File: src/rtl/llki_pkg.sv
// Shared constants and types for the LLKI mask unit: default expected key
// and the key-loader state encoding.
package llki_pkg;

   localparam int LLKI_MASK_UNIT_NUM_KEY_WORDS = 2;

   localparam logic [63:0] LLKI_MASK_UNIT_KEY_WORDS [LLKI_MASK_UNIT_NUM_KEY_WORDS] = '{
      64'h0123456789ABCDEF,
      64'hFEDCBA9876543210
   };

   // Word i of the expected key sits at bits [64*i+63:64*i].
   localparam logic [64*LLKI_MASK_UNIT_NUM_KEY_WORDS-1:0] LLKI_MASK_UNIT_EXPECTED_KEY = {
      LLKI_MASK_UNIT_KEY_WORDS[1],
      LLKI_MASK_UNIT_KEY_WORDS[0]
   };

   typedef enum logic [1:0] {
      LDR_IDLE     = 2'd0,
      LDR_LOAD     = 2'd1,
      LDR_COMPLETE = 2'd2
   } llki_loader_state_t;

endpackage

File: src/rtl/llki_key_loader.sv
// LLKI key loader: accepts KEY_WORDS 64-bit words over a valid/ready handshake,
// holds them in the key register and handles zeroize with a registered ack.
module llki_key_loader
   import llki_pkg::*;
#(
   parameter int KEY_WORDS = 2
) (
   input  logic                    clk,
   input  logic                    reset_n,
   input  logic [63:0]             key_data_i,
   input  logic                    key_valid_i,
   input  logic                    clear_i,
   output logic [64*KEY_WORDS-1:0] key_o,
   output logic                    ready_o,
   output logic                    complete_o,
   output logic                    ack_o
);

   localparam int CNT_W = $clog2(KEY_WORDS + 1);
   localparam logic [CNT_W-1:0] LAST_CNT = CNT_W'(KEY_WORDS - 1);

   llki_loader_state_t      state_d, state_q;
   logic [CNT_W-1:0]        cnt_d, cnt_q;
   logic [64*KEY_WORDS-1:0] key_d, key_q;
   logic                    ready_d, ready_q;
   logic                    complete_d, complete_q;
   logic                    ack_d, ack_q;

   // Clear wins over a simultaneous transfer, so the word on the bus is dropped.
   always_comb begin
      state_d    = state_q;
      cnt_d      = cnt_q;
      key_d      = key_q;
      ready_d    = ready_q;
      complete_d = complete_q;
      ack_d      = clear_i;
      if (clear_i) begin
         state_d    = LDR_IDLE;
         cnt_d      = '0;
         key_d      = '0;
         ready_d    = 1'b1;
         complete_d = 1'b0;
      end else begin
         case (state_q)
            LDR_IDLE, LDR_LOAD: begin
               if (key_valid_i && ready_q) begin
                  for (int i = 0; i < KEY_WORDS; i++) begin
                     if (cnt_q == CNT_W'(i)) begin
                        key_d[i*64 +: 64] = key_data_i;
                     end else begin
                        key_d[i*64 +: 64] = key_q[i*64 +: 64];
                     end
                  end
                  cnt_d = cnt_q + CNT_W'(1);
                  if (cnt_q == LAST_CNT) begin
                     state_d    = LDR_COMPLETE;
                     ready_d    = 1'b0;
                     complete_d = 1'b1;
                  end else begin
                     state_d = LDR_LOAD;
                  end
               end else begin
                  state_d = state_q;
               end
            end
            LDR_COMPLETE: begin
               state_d = LDR_COMPLETE;
            end
            default: begin
               state_d    = LDR_IDLE;
               cnt_d      = '0;
               key_d      = '0;
               ready_d    = 1'b1;
               complete_d = 1'b0;
            end
         endcase
      end
   end

   always_ff @(posedge clk or negedge reset_n) begin
      if (!reset_n) begin
         state_q    <= LDR_IDLE;
         cnt_q      <= '0;
         key_q      <= '0;
         ready_q    <= 1'b1;
         complete_q <= 1'b0;
         ack_q      <= 1'b0;
      end else begin
         state_q    <= state_d;
         cnt_q      <= cnt_d;
         key_q      <= key_d;
         ready_q    <= ready_d;
         complete_q <= complete_d;
         ack_q      <= ack_d;
      end
   end

   assign key_o      = key_q;
   assign ready_o    = ready_q;
   assign complete_o = complete_q;
   assign ack_o      = ack_q;

endmodule

File: src/rtl/llki_tss_mask_unit.sv
// LLKI-keyed multi-channel data mask: each channel is XORed with a slice of
// (expected key ^ loaded key), optionally rotated per beat, through a register.
module llki_tss_mask_unit
   import llki_pkg::*;
#(
   parameter int                      KEY_WORDS    = LLKI_MASK_UNIT_NUM_KEY_WORDS,
   parameter int                      NUM_CH       = 4,
   parameter int                      DATA_W       = 32,
   parameter logic [64*KEY_WORDS-1:0] EXPECTED_KEY = LLKI_MASK_UNIT_EXPECTED_KEY,
   parameter bit                      ROLL_MASK    = 1'b0,
   parameter bit                      LOCK_GATE    = 1'b0
) (
   input  logic                     clk,
   input  logic                     reset_n,
   input  logic [63:0]              llkid_key_data,
   input  logic                     llkid_key_valid,
   output logic                     llkid_key_ready,
   output logic                     llkid_key_complete,
   input  logic                     llkid_clear_key,
   output logic                     llkid_clear_key_ack,
   input  logic [NUM_CH*DATA_W-1:0] ch_in_data,
   input  logic [NUM_CH-1:0]        ch_in_valid,
   output logic [NUM_CH*DATA_W-1:0] ch_out_data,
   output logic [NUM_CH-1:0]        ch_out_valid
);

   localparam int KEY_W      = 64 * KEY_WORDS;
   localparam int NUM_SLICES = KEY_W / DATA_W;
   localparam int RW         = (DATA_W > 1) ? $clog2(DATA_W) : 1;

   logic [KEY_W-1:0] key_s;
   logic [KEY_W-1:0] mask_s;
   logic             complete_s;

   function automatic logic [DATA_W-1:0] rotl(input logic [DATA_W-1:0] v, input logic [RW-1:0] n);
      logic [2*DATA_W-1:0] dbl;
      dbl = {v, v} << n;
      return dbl[2*DATA_W-1 -: DATA_W];
   endfunction

   llki_key_loader #(
      .KEY_WORDS (KEY_WORDS)
   ) u_loader (
      .clk        (clk),
      .reset_n    (reset_n),
      .key_data_i (llkid_key_data),
      .key_valid_i(llkid_key_valid),
      .clear_i    (llkid_clear_key),
      .key_o      (key_s),
      .ready_o    (llkid_key_ready),
      .complete_o (complete_s),
      .ack_o      (llkid_clear_key_ack)
   );

   assign llkid_key_complete = complete_s;
   assign mask_s             = EXPECTED_KEY ^ key_s;

   for (genvar c = 0; c < NUM_CH; c++) begin : g_ch
      localparam int SLICE = c % NUM_SLICES;

      logic [DATA_W-1:0] base_s, chan_mask_s, data_d, data_q;
      logic [RW-1:0]     roll_d, roll_q;
      logic              valid_d, valid_q;

      assign base_s = mask_s[SLICE*DATA_W +: DATA_W];

      // The beat uses the current roll offset; the counter advances afterwards.
      always_comb begin
         chan_mask_s = ROLL_MASK ? rotl(base_s, roll_q) : base_s;
         data_d      = data_q;
         roll_d      = roll_q;
         valid_d     = ch_in_valid[c] & (LOCK_GATE ? complete_s : 1'b1);
         if (ch_in_valid[c]) begin
            data_d = ch_in_data[c*DATA_W +: DATA_W] ^ chan_mask_s;
         end else begin
            data_d = data_q;
         end
         if (llkid_clear_key) begin
            roll_d = '0;
         end else if (ch_in_valid[c]) begin
            roll_d = (roll_q == RW'(DATA_W - 1)) ? '0 : roll_q + RW'(1);
         end else begin
            roll_d = roll_q;
         end
      end

      always_ff @(posedge clk or negedge reset_n) begin
         if (!reset_n) begin
            data_q  <= '0;
            roll_q  <= '0;
            valid_q <= 1'b0;
         end else begin
            data_q  <= data_d;
            roll_q  <= roll_d;
            valid_q <= valid_d;
         end
      end

      assign ch_out_data[c*DATA_W +: DATA_W] = data_q;
      assign ch_out_valid[c]                 = valid_q;
   end

endmodule

File: config.mk
export PLATFORM = sky130hd
export DESIGN_NAME = llki_tss_mask_unit
export DESIGN_NICKNAME = d
export VERILOG_FILES = /design/src/rtl/llki_pkg.sv /design/src/rtl/llki_key_loader.sv /design/src/rtl/llki_tss_mask_unit.sv
export SDC_FILE = /design/constraint.sdc
export NUM_CORES = 1
export LEC_CHECK = 0
export CAP_MARGIN = 20
export CORE_UTILIZATION = 51
export DETAILED_ROUTE_END_ITERATION = 6
export PLACE_DENSITY = 0.92
export SKIP_CTS_REPAIR_TIMING = 1
export SLEW_MARGIN = 20
export SYNTH_ARGS = -nofsm -noshare
export SYNTH_HDL_FRONTEND = slang
export SYNTH_SLANG_ARGS = --single-unit
File: constraint.sdc
create_clock -name clk -period 4 [get_ports clk]
set_input_delay 0.8 -clock clk [delete_from_list [all_inputs] [get_ports clk]]
set_output_delay 0.8 -clock clk [all_outputs]
set_load 0.1 [all_outputs]
==> impl_metrics.csv <==
group,metric,value,unit
place,port_buffers,334,
clocking,cts_buffers,28,
worst_setup_path,crit_family,"buffers and inverters",
worst_setup_path,crit_type,"flop to output pin",
clocking,cts_root_buf,"clkbuf_16",
clocking,clock_latency,0.53,ns
timing,setup_viol,0,
global_routing,first_global_vias,9243,
timing,rsz0062_at_grt,"false",
timing,period_needed,3.13,ns
global_routing,top_usage_layer,"met2",
synth,syn_avg_cell_area,11.1,sq um
synth,syn-num-nets,1210,
floorplan,initial_utilization,52.5,%
final_layout,final_layout_size_suffix_gt1_share,9.67,%
place,dp_slack,0.960,ns
final_layout,diodes,0,
run_status,status,"finished, final reports clean",
global_routing,grt_max_degree,131,
timing,setup_slack,0.871,ns
drt,post_drt_wl_per_cell,19.9,um
place,gp_congestion,0.817,
global_routing,antenna_found_initial,0,
timing,setup_tns,0,ns
synth,synth-xor-area-share,10.0,%
floorplan,die_h,150,um
timing,relSlewSlack,26.1,%
timing,tightest_slew,1.10,ns
hold_path,hold_path.class,"primary input to asynchronous set/reset pin",
synth,yosys.area_share.adder,0.224,%
worst_setup_path,cp-end-kind,"output pin",
drt,postRouteAntennaNets,0,
drt,viasPerCell,5.57,
floorplan,rows,53,
timing,hold_ws,0.277,ns
floorplan,die-area,22500,sq um
floorplan,io_pins,335,
final_layout,final_cell_mix,"329 x clkdlybuf4s50_1, 266 x dfrtp_1, 129 x nand3_1, 128 x xnor2_1, 72 x o21ai_0",
synth,yosysSeqAreaShare,59.7,%
synth,synth_area_leader_cell,"dfrtp_1",
global_routing,met2_usage,47.2,%
job,cap_violations,0,
synth,yosys_register_bits,267,
synth,synth-simple-area-share,10.9,%
synth,synthesis.instances,1008,
worst_setup_path,path_max_fanout,9,
synth,syn_area,11200,sq um
drt,num_vias,8901,
worst_setup_path,cp_slowest_cell,"clkdlybuf4s50_1",
final_layout,area_growth,39.2,%
worst_setup_path,path_buf_inv,1,
timing,clock.fmax,320,MHz
synth,synth_top_area_share,59.5,%
synth,yosys_warnings,0,
global_routing,grt_usage,27.9,%
clocking,path_clk_slew,0.06,ns
synth,synth_top_family_by_area,"simple AND/OR/NAND/NOR gates",
timing,finalCritPeriodShare,78.2,%
worst_setup_path,path_depth,1,
worst_setup_path,cp.arrival,2.33,ns
synth,synthTopCellsByArea,"dfrtp_1 60%, xnor2_1 10%, mux2_2 6.4%",
clocking,cts_max_level,1,
floorplan,dieWidth,150,um
drt,drt_first_pass_iters,5,
timing,drv_slew,0,
clocking,clock_path_buffers,3,
worst_setup_path,max_stage_delay,1.17,ns
final_layout,nNetsFinal,1508,
drt,routed_wl,31800,um
drt,drt_iter0_markers,546,
place,dp_hpwl,21200,um
worst_setup_path,startpoint_type,"flop",
floorplan,core_area,21300,sq um
pwr,vdd_ir_drop_max,468,uV
global_routing,met1_usage,34.0,%
worst_setup_path,required,3.20,ns
timing,hold_viol,0,
final_layout,layout_commonest_cell,"clkdlybuf4s50_1",
pwr,p_per_area,566,nW/um^2
global_routing,grt.overflow.total,0,
global_routing,use_met3,5.61,%
drt,drc_errors,0,
global_routing,grt_pass1_wl,48700,um
worst_setup_path,path_cells,"clkdlybuf4s50_1",
pwr,leakagePower,6.36,nW
synth,synth_compound_area_share,9.02,%
worst_setup_path,r2r_cells,6,
synth,synthMuxAreaShare,6.44,%
clocking,clock-sinks,267,
final_layout,fin_util,73.1,%
timing,fin_worst_skew,0.00681,ns
clocking,cts_tree,"done",
synth,synthDistinctLibCells,30,
==> per-stage QoR <==
step	area, sq um	cells	total power, mW
global placement	14600	1551	6.06
global route	15600	1599	9.08
floorplan	11200	1008	5.26
detailed placement	14600	1551	6.13
CTS	15600	1599	8.85
finish	15600	1599	8.81
==> worst register-to-register path, cell delays in order (launching register included) <==
cell	delay, ns
dfrtp_1	0.39
inv_1	0.10
ha_1	0.22
nand4b_4	0.65
buf_12	0.51
nand3_1	0.20
o21ai_0	0.12
==> flip-flops by register name, indices dropped and copies added, names as in the netlist <==
name and count:
g_ch.valid_q 4, u_loader.state_q 2, g_ch.data_q 128, u_loader.key_o 128, u_loader.cnt_q 2, u_loader.ready_o 1, u_loader.complete_o 1, u_loader.ack_o 1
==> worst paths after layout <==
path	startpoint	slack (ns)	end
min reg2reg	g_ch[0].data_q[11]	0.50	g_ch[0].data_q[11]
max in group asynchronous	reset_n	2.70	g_ch[1].data_q[17]
max reg2reg	u_loader.cnt_q[1]	1.66	u_loader.key_o[108]
max	u_loader.ready_o	0.87	llkid_key_ready
min in group clk	g_ch[0].data_q[11]	0.50	g_ch[0].data_q[11]
min	reset_n	0.28	g_ch[2].data_q[3]
==> routing by layer <==
metal,vias to the layer above,routed length (um)
met3,101,2450
met2,414,15900
met5,-,0
met1,4371,11900
met4,0,1570
li1,4015,-
==> cell type report <==
cell class,count,area [sq um]
flip-flops and latches,267,6680
fillers,1352,5720
multi-input cells,662,4100
clock buffers,41,861
repair buffers,343,3460
clock inverters,7,110
well taps,275,344
inverters,4,15.0
==> report_power, final <==
part	total, mW	internal, mW	switching (mW)
clock	2.70	1.67	1.04
sequential	3.21	3.00	0.207
combinational	2.89	0.798	2.09
total	8.81	5.47	3.34
==> cell usage after synthesis <==
master and instances:
buf_2 37, a21oi_1 66, nand3_1 129, mux2_2 64, o21ai_1 56, clkbuf_1 18, nor2_4 1, dfrtp_1 266
and3_1 1, nand2b_1 1, buf_1 2, or2_2 1, xnor2_1 128, a21boi_0 1, dfstp_2 1, buf_4 16
nor4_1 1, nor2_1 64, nand4b_4 1, a21oi_2 1, buf_6 1, nand4b_1 1, clkbuf_2 1, nand4_1 1
inv_1 4, a31oi_1 2, o21ai_0 72, nand2_1 68, ha_1 2, a311oi_1 1
==> cells by family after synthesis <==
group / count (synthesis)
AO/OA/AOI/OAI: 199
XOR/XNOR: 128
adder cells (fa/ha/maj): 2
AND/OR/NAND/NOR: 269
flip-flops: 267
multiplexers: 64
buffers and inverters: 79
Note: power is estimated with default switching activity, not from simulation.
